$ cat config.mk
export PLATFORM = sky130hd
export DESIGN_NAME = nexi_irq_sched
export DESIGN_NICKNAME = d
export VERILOG_FILES = /design/src/rtl/nexi_pic_pkg.sv /design/src/rtl/nexi_pic_isr_level.sv /design/src/rtl/nexi_irq_sched.sv
export SDC_FILE = /design/constraint.sdc
export NUM_CORES = 1
export LEC_CHECK = 0
export BUFFER_PORTS_ARGS = -buffer_cell sky130_fd_sc_hd__buf_2
export CORE_ASPECT_RATIO = 0.8
export CORE_MARGIN = 2
export CORE_UTILIZATION = 50
export CTS_CLUSTER_SIZE = 25
export DETAILED_ROUTE_END_ITERATION = 6
export GPL_ROUTABILITY_DRIVEN = 0
export PLACE_DENSITY = 0.85
export SLEW_MARGIN = 20
export SYNTH_ARGS = -nofsm -noshare
export SYNTH_HDL_FRONTEND = slang
export SYNTH_SLANG_ARGS = --single-unit
$ cat constraint.sdc
create_clock -name clk_i -period 16.1 [get_ports clk_i]
set_clock_uncertainty 0.2 [all_clocks]
set_input_delay 0 -clock clk_i [delete_from_list [all_inputs] [get_ports clk_i]]
set_output_delay 0 -clock clk_i [all_outputs]
set_load 0.05 [all_outputs]
$ cat src/rtl/nexi_pic_pkg.sv
// Shared definitions for the nexi PIC: scheduler state encodings, PIC register
// field positions and the default spurious vector.
package nexi_pic_pkg;

  typedef enum logic [1:0] {
    S_IDLE    = 2'd0,
    S_SCAN    = 2'd1,
    S_PRESENT = 2'd2,
    S_ACK     = 2'd3
  } state_e;

  localparam int PIC_M_BIT     = 15;
  localparam int PIC_A_BIT     = 14;
  localparam int PIC_PRIO_MSB  = 10;
  localparam int PIC_PRIO_LSB  = 8;
  localparam int PIC_VEC_MSB   = 7;
  localparam int PIC_VEC_LSB   = 0;

  localparam logic [7:0] SPURIOUS_VEC_DEFAULT = 8'h18;

endpackage

$ cat src/rtl/nexi_pic_isr_level.sv
// Current in-service level: highest priority among sources whose isr bit is set.
module nexi_pic_isr_level #(
  parameter int N_INT_IRQ = 4
) (
  input  logic [N_INT_IRQ-1:0]   i_isr,
  input  logic [3*N_INT_IRQ-1:0] i_prio,
  output logic [2:0]             o_lvl
);

  always_comb begin
    o_lvl = '0;
    for (int i = 0; i < N_INT_IRQ; i++) begin
      if (i_isr[i] && (i_prio[3*i +: 3] > o_lvl)) o_lvl = i_prio[3*i +: 3];
    end
  end

endmodule

$ cat src/rtl/nexi_irq_sched.sv
// Per-CPU interrupt scheduler: sequential priority scan, m68k-style IPL/IACK, in-service tracking.
// state     | meaning
// S_IDLE    | no level presented; waits for an eligible source
// S_SCAN    | walks one source per cycle to find the best candidate
// S_PRESENT | best_prio driven on ipl_o; waits for iack or withdraws
// S_ACK     | single acknowledge cycle, then back to S_IDLE
module nexi_irq_sched
  import nexi_pic_pkg::*;
#(
  parameter int         N_INT_IRQ    = 4,
  parameter int         IDX_W        = 2,
  parameter logic [7:0] SPURIOUS_VEC = SPURIOUS_VEC_DEFAULT
) (
  input  logic                   clk_i,
  input  logic                   rst_i,
  input  logic [N_INT_IRQ-1:0]   irq_i,
  input  logic [N_INT_IRQ-1:0]   mask_i,
  input  logic [3*N_INT_IRQ-1:0] prio_i,
  input  logic [8*N_INT_IRQ-1:0] vec_i,
  input  logic                   iack_i,
  input  logic [2:0]             iack_lvl_i,
  output logic                   ack_o,
  output logic [7:0]             vector_o,
  output logic [2:0]             ipl_o,
  input  logic                   eoi_i,
  input  logic [IDX_W-1:0]       eoi_src_i,
  output logic [N_INT_IRQ-1:0]   isr_o,
  output logic                   busy_o
);

  state_e                 r_state, w_state_nxt;
  logic [N_INT_IRQ-1:0]   r_snap, r_isr;
  logic [IDX_W-1:0]       r_idx, r_best_idx;
  logic [2:0]             r_best_prio, r_ipl;
  logic [7:0]             r_best_vec, r_vec;
  logic                   r_ack, r_iack_blk;

  logic [2:0]             w_cur_lvl, w_prio_idx, w_scan_prio;
  logic [7:0]             w_vec_idx;
  logic [N_INT_IRQ-1:0]   w_elig, w_sel_idx, w_sel_best, w_outrank, w_eoi_clr, w_isr_set;
  logic                   w_scan_hit, w_scan_last, w_withdraw, w_iack_req, w_iack_take;
  logic                   w_ack_nxt;
  logic [7:0]             w_vec_nxt;
  logic [2:0]             w_ipl_nxt;

  nexi_pic_isr_level #(.N_INT_IRQ(N_INT_IRQ)) u_isr_level (
    .i_isr  (r_isr),
    .i_prio (prio_i),
    .o_lvl  (w_cur_lvl)
  );

  always_comb begin
    w_sel_idx  = '0;
    w_sel_best = '0;
    w_prio_idx = '0;
    w_vec_idx  = '0;
    w_elig     = '0;
    w_outrank  = '0;
    w_eoi_clr  = '0;
    for (int i = 0; i < N_INT_IRQ; i++) begin
      if (r_idx == IDX_W'(i)) begin
        w_sel_idx[i] = 1'b1;
        w_prio_idx   = prio_i[3*i +: 3];
        w_vec_idx    = vec_i[8*i +: 8];
      end
      w_sel_best[i] = (r_best_idx == IDX_W'(i));
      w_elig[i]     = irq_i[i] & ~mask_i[i] & ~r_isr[i] & (prio_i[3*i +: 3] > w_cur_lvl);
      w_outrank[i]  = w_elig[i] & ~w_sel_best[i] & (prio_i[3*i +: 3] > r_best_prio);
      w_eoi_clr[i]  = eoi_i & (eoi_src_i == IDX_W'(i));
    end
  end

  assign w_scan_hit  = (|(r_snap & w_sel_idx)) && (w_prio_idx > r_best_prio);
  assign w_scan_prio = w_scan_hit ? w_prio_idx : r_best_prio;
  assign w_scan_last = (r_idx == IDX_W'(N_INT_IRQ-1));
  assign w_withdraw  = ~(|(irq_i & w_sel_best)) | (|(mask_i & w_sel_best)) | (|w_outrank);
  assign w_iack_req  = iack_i & ~r_iack_blk;

  always_ff @(posedge clk_i) begin
    if (rst_i) begin
      r_state     <= S_IDLE;
      r_snap      <= '0;
      r_isr       <= '0;
      r_idx       <= '0;
      r_best_idx  <= '0;
      r_best_prio <= '0;
      r_best_vec  <= '0;
      r_ipl       <= '0;
      r_vec       <= '0;
      r_ack       <= 1'b0;
      r_iack_blk  <= 1'b0;
    end else begin
      r_state    <= w_state_nxt;
      r_ack      <= w_ack_nxt;
      r_vec      <= w_vec_nxt;
      r_ipl      <= w_ipl_nxt;
      // set beats a same-cycle EOI on the same bit
      r_isr      <= (r_isr & ~w_eoi_clr) | w_isr_set;
      r_iack_blk <= iack_i & (r_iack_blk | w_iack_take);
      if (r_state == S_IDLE && w_state_nxt == S_SCAN) begin
        r_snap      <= w_elig;
        r_idx       <= '0;
        r_best_prio <= '0;
        r_best_idx  <= '0;
        r_best_vec  <= '0;
      end else if (r_state == S_SCAN) begin
        r_idx <= r_idx + 1'b1;
        if (w_scan_hit) begin
          r_best_prio <= w_prio_idx;
          r_best_idx  <= r_idx;
          r_best_vec  <= w_vec_idx;
        end
      end
    end
  end

  always_comb begin
    w_state_nxt = r_state;
    case (r_state)
      S_IDLE:    if (!w_iack_req && (|w_elig)) w_state_nxt = S_SCAN;
      S_SCAN:    if (w_iack_req) w_state_nxt = S_IDLE;
                 else if (w_scan_last) w_state_nxt = (w_scan_prio != 3'd0) ? S_PRESENT : S_IDLE;
      S_PRESENT: if (w_withdraw) w_state_nxt = S_IDLE;
                 else if (w_iack_req) w_state_nxt = S_ACK;
      S_ACK:     w_state_nxt = S_IDLE;
      default:   w_state_nxt = S_IDLE;
    endcase
  end

  always_comb begin
    w_ack_nxt   = 1'b0;
    w_vec_nxt   = r_vec;
    w_ipl_nxt   = r_ipl;
    w_isr_set   = '0;
    w_iack_take = 1'b0;
    case (r_state)
      S_IDLE: begin
        w_ipl_nxt = '0;
        if (w_iack_req) begin
          w_iack_take = 1'b1;
          w_ack_nxt   = 1'b1;
          w_vec_nxt   = SPURIOUS_VEC;
        end
      end
      S_SCAN: begin
        if (w_iack_req) begin
          w_iack_take = 1'b1;
          w_ack_nxt   = 1'b1;
          w_vec_nxt   = SPURIOUS_VEC;
        end else if (w_scan_last) begin
          w_ipl_nxt = w_scan_prio;
        end
      end
      S_PRESENT: begin
        if (w_withdraw) begin
          w_ipl_nxt = '0;
        end else if (w_iack_req) begin
          w_iack_take = 1'b1;
          w_ack_nxt   = 1'b1;
          if (iack_lvl_i == r_best_prio) begin
            w_vec_nxt = r_best_vec;
            w_isr_set = w_sel_best;
            w_ipl_nxt = '0;
          end else begin
            w_vec_nxt = SPURIOUS_VEC;
          end
        end
      end
      default: w_ipl_nxt = '0;
    endcase
  end

  assign ack_o    = r_ack;
  assign vector_o = r_vec;
  assign ipl_o    = r_ipl;
  assign isr_o    = r_isr;
  assign busy_o   = (r_state != S_IDLE);

endmodule

==> results.sh <==
export IMPL_outcome="completed"
export IMPL_floorplan_die_area_um2=7330
export IMPL_post_dp_cell_area_um2=3700
export IMPL_io_pin_count=78
export IMPL_postRouteWirelength_um=9750
export IMPL_netlist_instances=440
export IMPL_floorplan_rows=26
export IMPL_timing_setup_tns_ns=0
export IMPL_postRouteAntennaNets=0
export IMPL_cts_buffers_inserted=5
export IMPL_grt_start_max_net_pins=26
export IMPL_worst_skew_pair_late_latency_ns=0.29
export IMPL_post_synth_instance_area_um2=3330
export IMPL_synth_top_area_frac=0.229
export IMPL_cts_resized_gates=0
export IMPL_syn_mean_instance_area_um2=7.56
export IMPL_worst_path_max_fanout=14
export IMPL_synth_nets=530
export IMPL_layout_drive_gt1_share=0.191
export IMPL_leakagePower_nw=1.67
export IMPL_grt_pass1_wl_um=15600
export IMPL_max_cap_violations=0
export IMPL_timing_setup_critical_path_class="flip-flop to flip-flop"
export IMPL_chipWidth_um=95.2
export IMPL_via_per_inst=6.11
export IMPL_areaGrowthSynthToFinish_pct=22.2
export IMPL_timing_final_crit_share=0.454
export IMPL_die_height_um=77.0
export IMPL_dr_pass1_iters=5
export IMPL_worstMarginPinSlew_ns=1.12
export IMPL_cts_repair_timing_setup_buffer_count=0
export IMPL_synth_warning_count=0
export IMPL_synth_edf_count=0
export IMPL_route_detailed_wl_per_inst_um=16.0
export IMPL_route_detailed_drc=0
export IMPL_cp_arrival_ns=7.33
export IMPL_rrSetupSlack_ns=8.78
export IMPL_timing_hold_worst_class="input pin to flip-flop"
export IMPL_synthTopCellsByArea="dfxtp_1, ha_1, nor2_1"
export IMPL_h_tree_depth=2
export IMPL_synthFlopType="dfxtp_1"
export IMPL_synth_distinct_cells=64
export IMPL_first_global_vias=3272
export IMPL_timing_critical_path_to_type="flip-flop"
export IMPL_rsz0062_at_grt="no"
export IMPL_grt_antenna_before_repair=0
export IMPL_ys_seq_elements=38
export IMPL_gr_usage_all_layers=0.266
export IMPL_layout_cell_area_non_filler_um2=4070
export IMPL_startpoint_type="flip-flop"
export IMPL_tritoncts_num_sinks=38
export IMPL_fmaxAchievable_ghz=0.137
export IMPL_timing_slew_headroom=0.247
export IMPL_first_iter_violations=404
export IMPL_power_density_cell_area_nw_per_um2=65.2
export IMPL_grt_ovfl_total=0
export IMPL_synth_seq_area_share=0.229
export IMPL_max_clock_path_buffers=2
export IMPL_placement_setup_worst_slack_ns=8.95
export IMPL_cts_tree="built"
export IMPL_portBuffers=77
export IMPL_layout_setup_ws_ns=8.78
export IMPL_path_clk_slew_ns=0.08
export IMPL_hpwl_um=7460
export IMPL_report_power_total_mw=0.265
export IMPL_cts_root_buffer_cell="clkbuf_8"
export IMPL_period_needed_ns=7.32
export IMPL_antenna_cells_inserted=0
export IMPL_final_hold_worst_slack_ns=0.0433
export IMPL_hold_violations=0
export IMPL_worst_path_required_ns=16.12
export IMPL_worst_ir_drop_vdd_mv=0.0601
export IMPL_number_of_endpoints_failing_setup_at_the_final_stage=0
export IMPL_cts_hold_buffers_added=23
export IMPL_finalNetCount=613
export IMPL_dr_total_vias=3717
export IMPL_core_region_area_um2=6410
export IMPL_synth_async_sr_flop_share=0
export IMPL_maxSlewViolCount=0
export IMPL_starting_density_of_the_core=0.519
export IMPL_yosys_area_top_type="dfxtp_1"
[per-stage QoR]
step | cells | utilization
detailed placement | 577 | 0.577
global route | 608 | 0.635
finish | 608 | 0.635
floorplan | 440 | -
CTS | 608 | 0.635
global placement | 577 | 0.577
[cell usage in the layout, fill, tap and decap left out, types with 6 or more instances in the layout]
master,count
a22oi_1,11
dfxtp_1,38
nor2b_1,9
a21o_1,6
a21oi_1,36
o211ai_1,12
ha_1,29
a31oi_1,11
and2_1,6
o21ai_0,22
or4_1,8
o31ai_1,12
inv_1,20
mux2i_1,6
buf_2,77
nor2_1,50
a32o_1,6
dlygate4sd3_1,23
nand3_1,10
nand2_1,48
[layer usage]
metal,global-route usage,part of all wire,up-vias
li1,-,-,1810
met1,0.361,0.43,1689
met2,0.433,0.46,206
met3,0.0589,0.10,12
met4,0.0507,0.0091,0
met5,0,0,-
[cell usage after synthesis (4+ instances only)]
| cell type | n |
|---|---|
| nand2b_1 | 4 |
| maj3_1 | 4 |
| a311oi_1 | 4 |
| nand3_1 | 10 |
| a31oi_1 | 11 |
| nor2b_1 | 9 |
| nor3_1 | 5 |
| dfxtp_1 | 38 |
| o211ai_1 | 12 |
| o31ai_1 | 12 |
| clkbuf_1 | 16 |
| o21ai_0 | 22 |
| a32o_1 | 6 |
| ha_1 | 29 |
| and2_1 | 6 |
| nand2_1 | 48 |
| a21o_1 | 6 |
| mux2i_1 | 6 |
| inv_1 | 20 |
| or4_1 | 8 |
| nand3b_1 | 4 |
| nor2_1 | 50 |
| a21oi_1 | 36 |
| a22oi_1 | 11 |
[registers in the layout, indices dropped and copies added (netlist names)]
name         flops
r_snap           4
r_best_idx       2
ipl_o            3
isr_o            4
r_state          2
r_idx            2
r_iack_blk       1
r_best_prio      3
vector_o         8
ack_o            1
r_best_vec       8
[worst paths after layout]
kind / startpoint / cells after the start / to
setup / recovery: isr_o[0]$_SDFF_PP0_ / 27 / vector_o[2]$_SDFFE_PP0P_
hold / removal: irq_i[2] / 5 / r_snap[2]$_SDFFE_PP0P_
setup reg to reg: isr_o[0]$_SDFF_PP0_ / 27 / vector_o[2]$_SDFFE_PP0P_
hold reg to reg: ipl_o[1]$_SDFFE_PP0P_ / 2 / ipl_o[1]$_SDFFE_PP0P_
[critical path, stage by stage (launching register included)]
cell	delay, ns
dfxtp_1	0.45
and2_1	0.21
inv_1	0.08
ha_1	0.29
and3_1	0.18
a211o_1	0.40
nand2_1	0.11
o21ai_0	0.13
ha_1	0.30
nor2_1	0.04
maj3_1	0.37
maj3_1	0.36
a32o_1	0.29
ha_1	0.28
nor2_1	0.04
maj3_1	0.39
maj3_1	0.36
a31oi_1	0.37
ha_1	0.25
nor2_1	0.06
nor2_1	0.20
o41a_1	0.15
mux2_2	0.15
a31oi_1	0.08
a211o_1	0.31
o31a_1	0.45
or4_1	0.57
a21oi_1	0.16
[area by class of cell]
class                   count  area [µm²]
inverters                  20        75.1
well taps                  84         105
fillers                   541        2340
clock inverters             3        68.8
clock buffers               5        68.8
flip-flops and latches     38         761
multi-input cells         358        2370
repair buffers            100         616
[report_power, final]
part / internal [mW] / switching (mW) / total (mW) / leakage [nW]
Clock: 0.0621 / 0.0352 / 0.0973 / 0.0683
Sequential: 0.0964 / 0.00202 / 0.0985 / 0.308
Combinational: 0.0275 / 0.0417 / 0.0692 / 1.29
Total: 0.186 / 0.0789 / 0.265 / 1.67
[cell families after synthesis]
logic type,Yosys count,synth area share
AND/OR/NAND/NOR,158,0.225
AO/OA/AOI/OAI,151,0.317
XOR/XNOR,5,0.0132
multiplexers,11,0.0368
flip-flops,38,0.229
buffers and inverters,44,0.0586
adder cells (fa/ha/maj),33,0.121
Power figures use the tool's default switching activity.
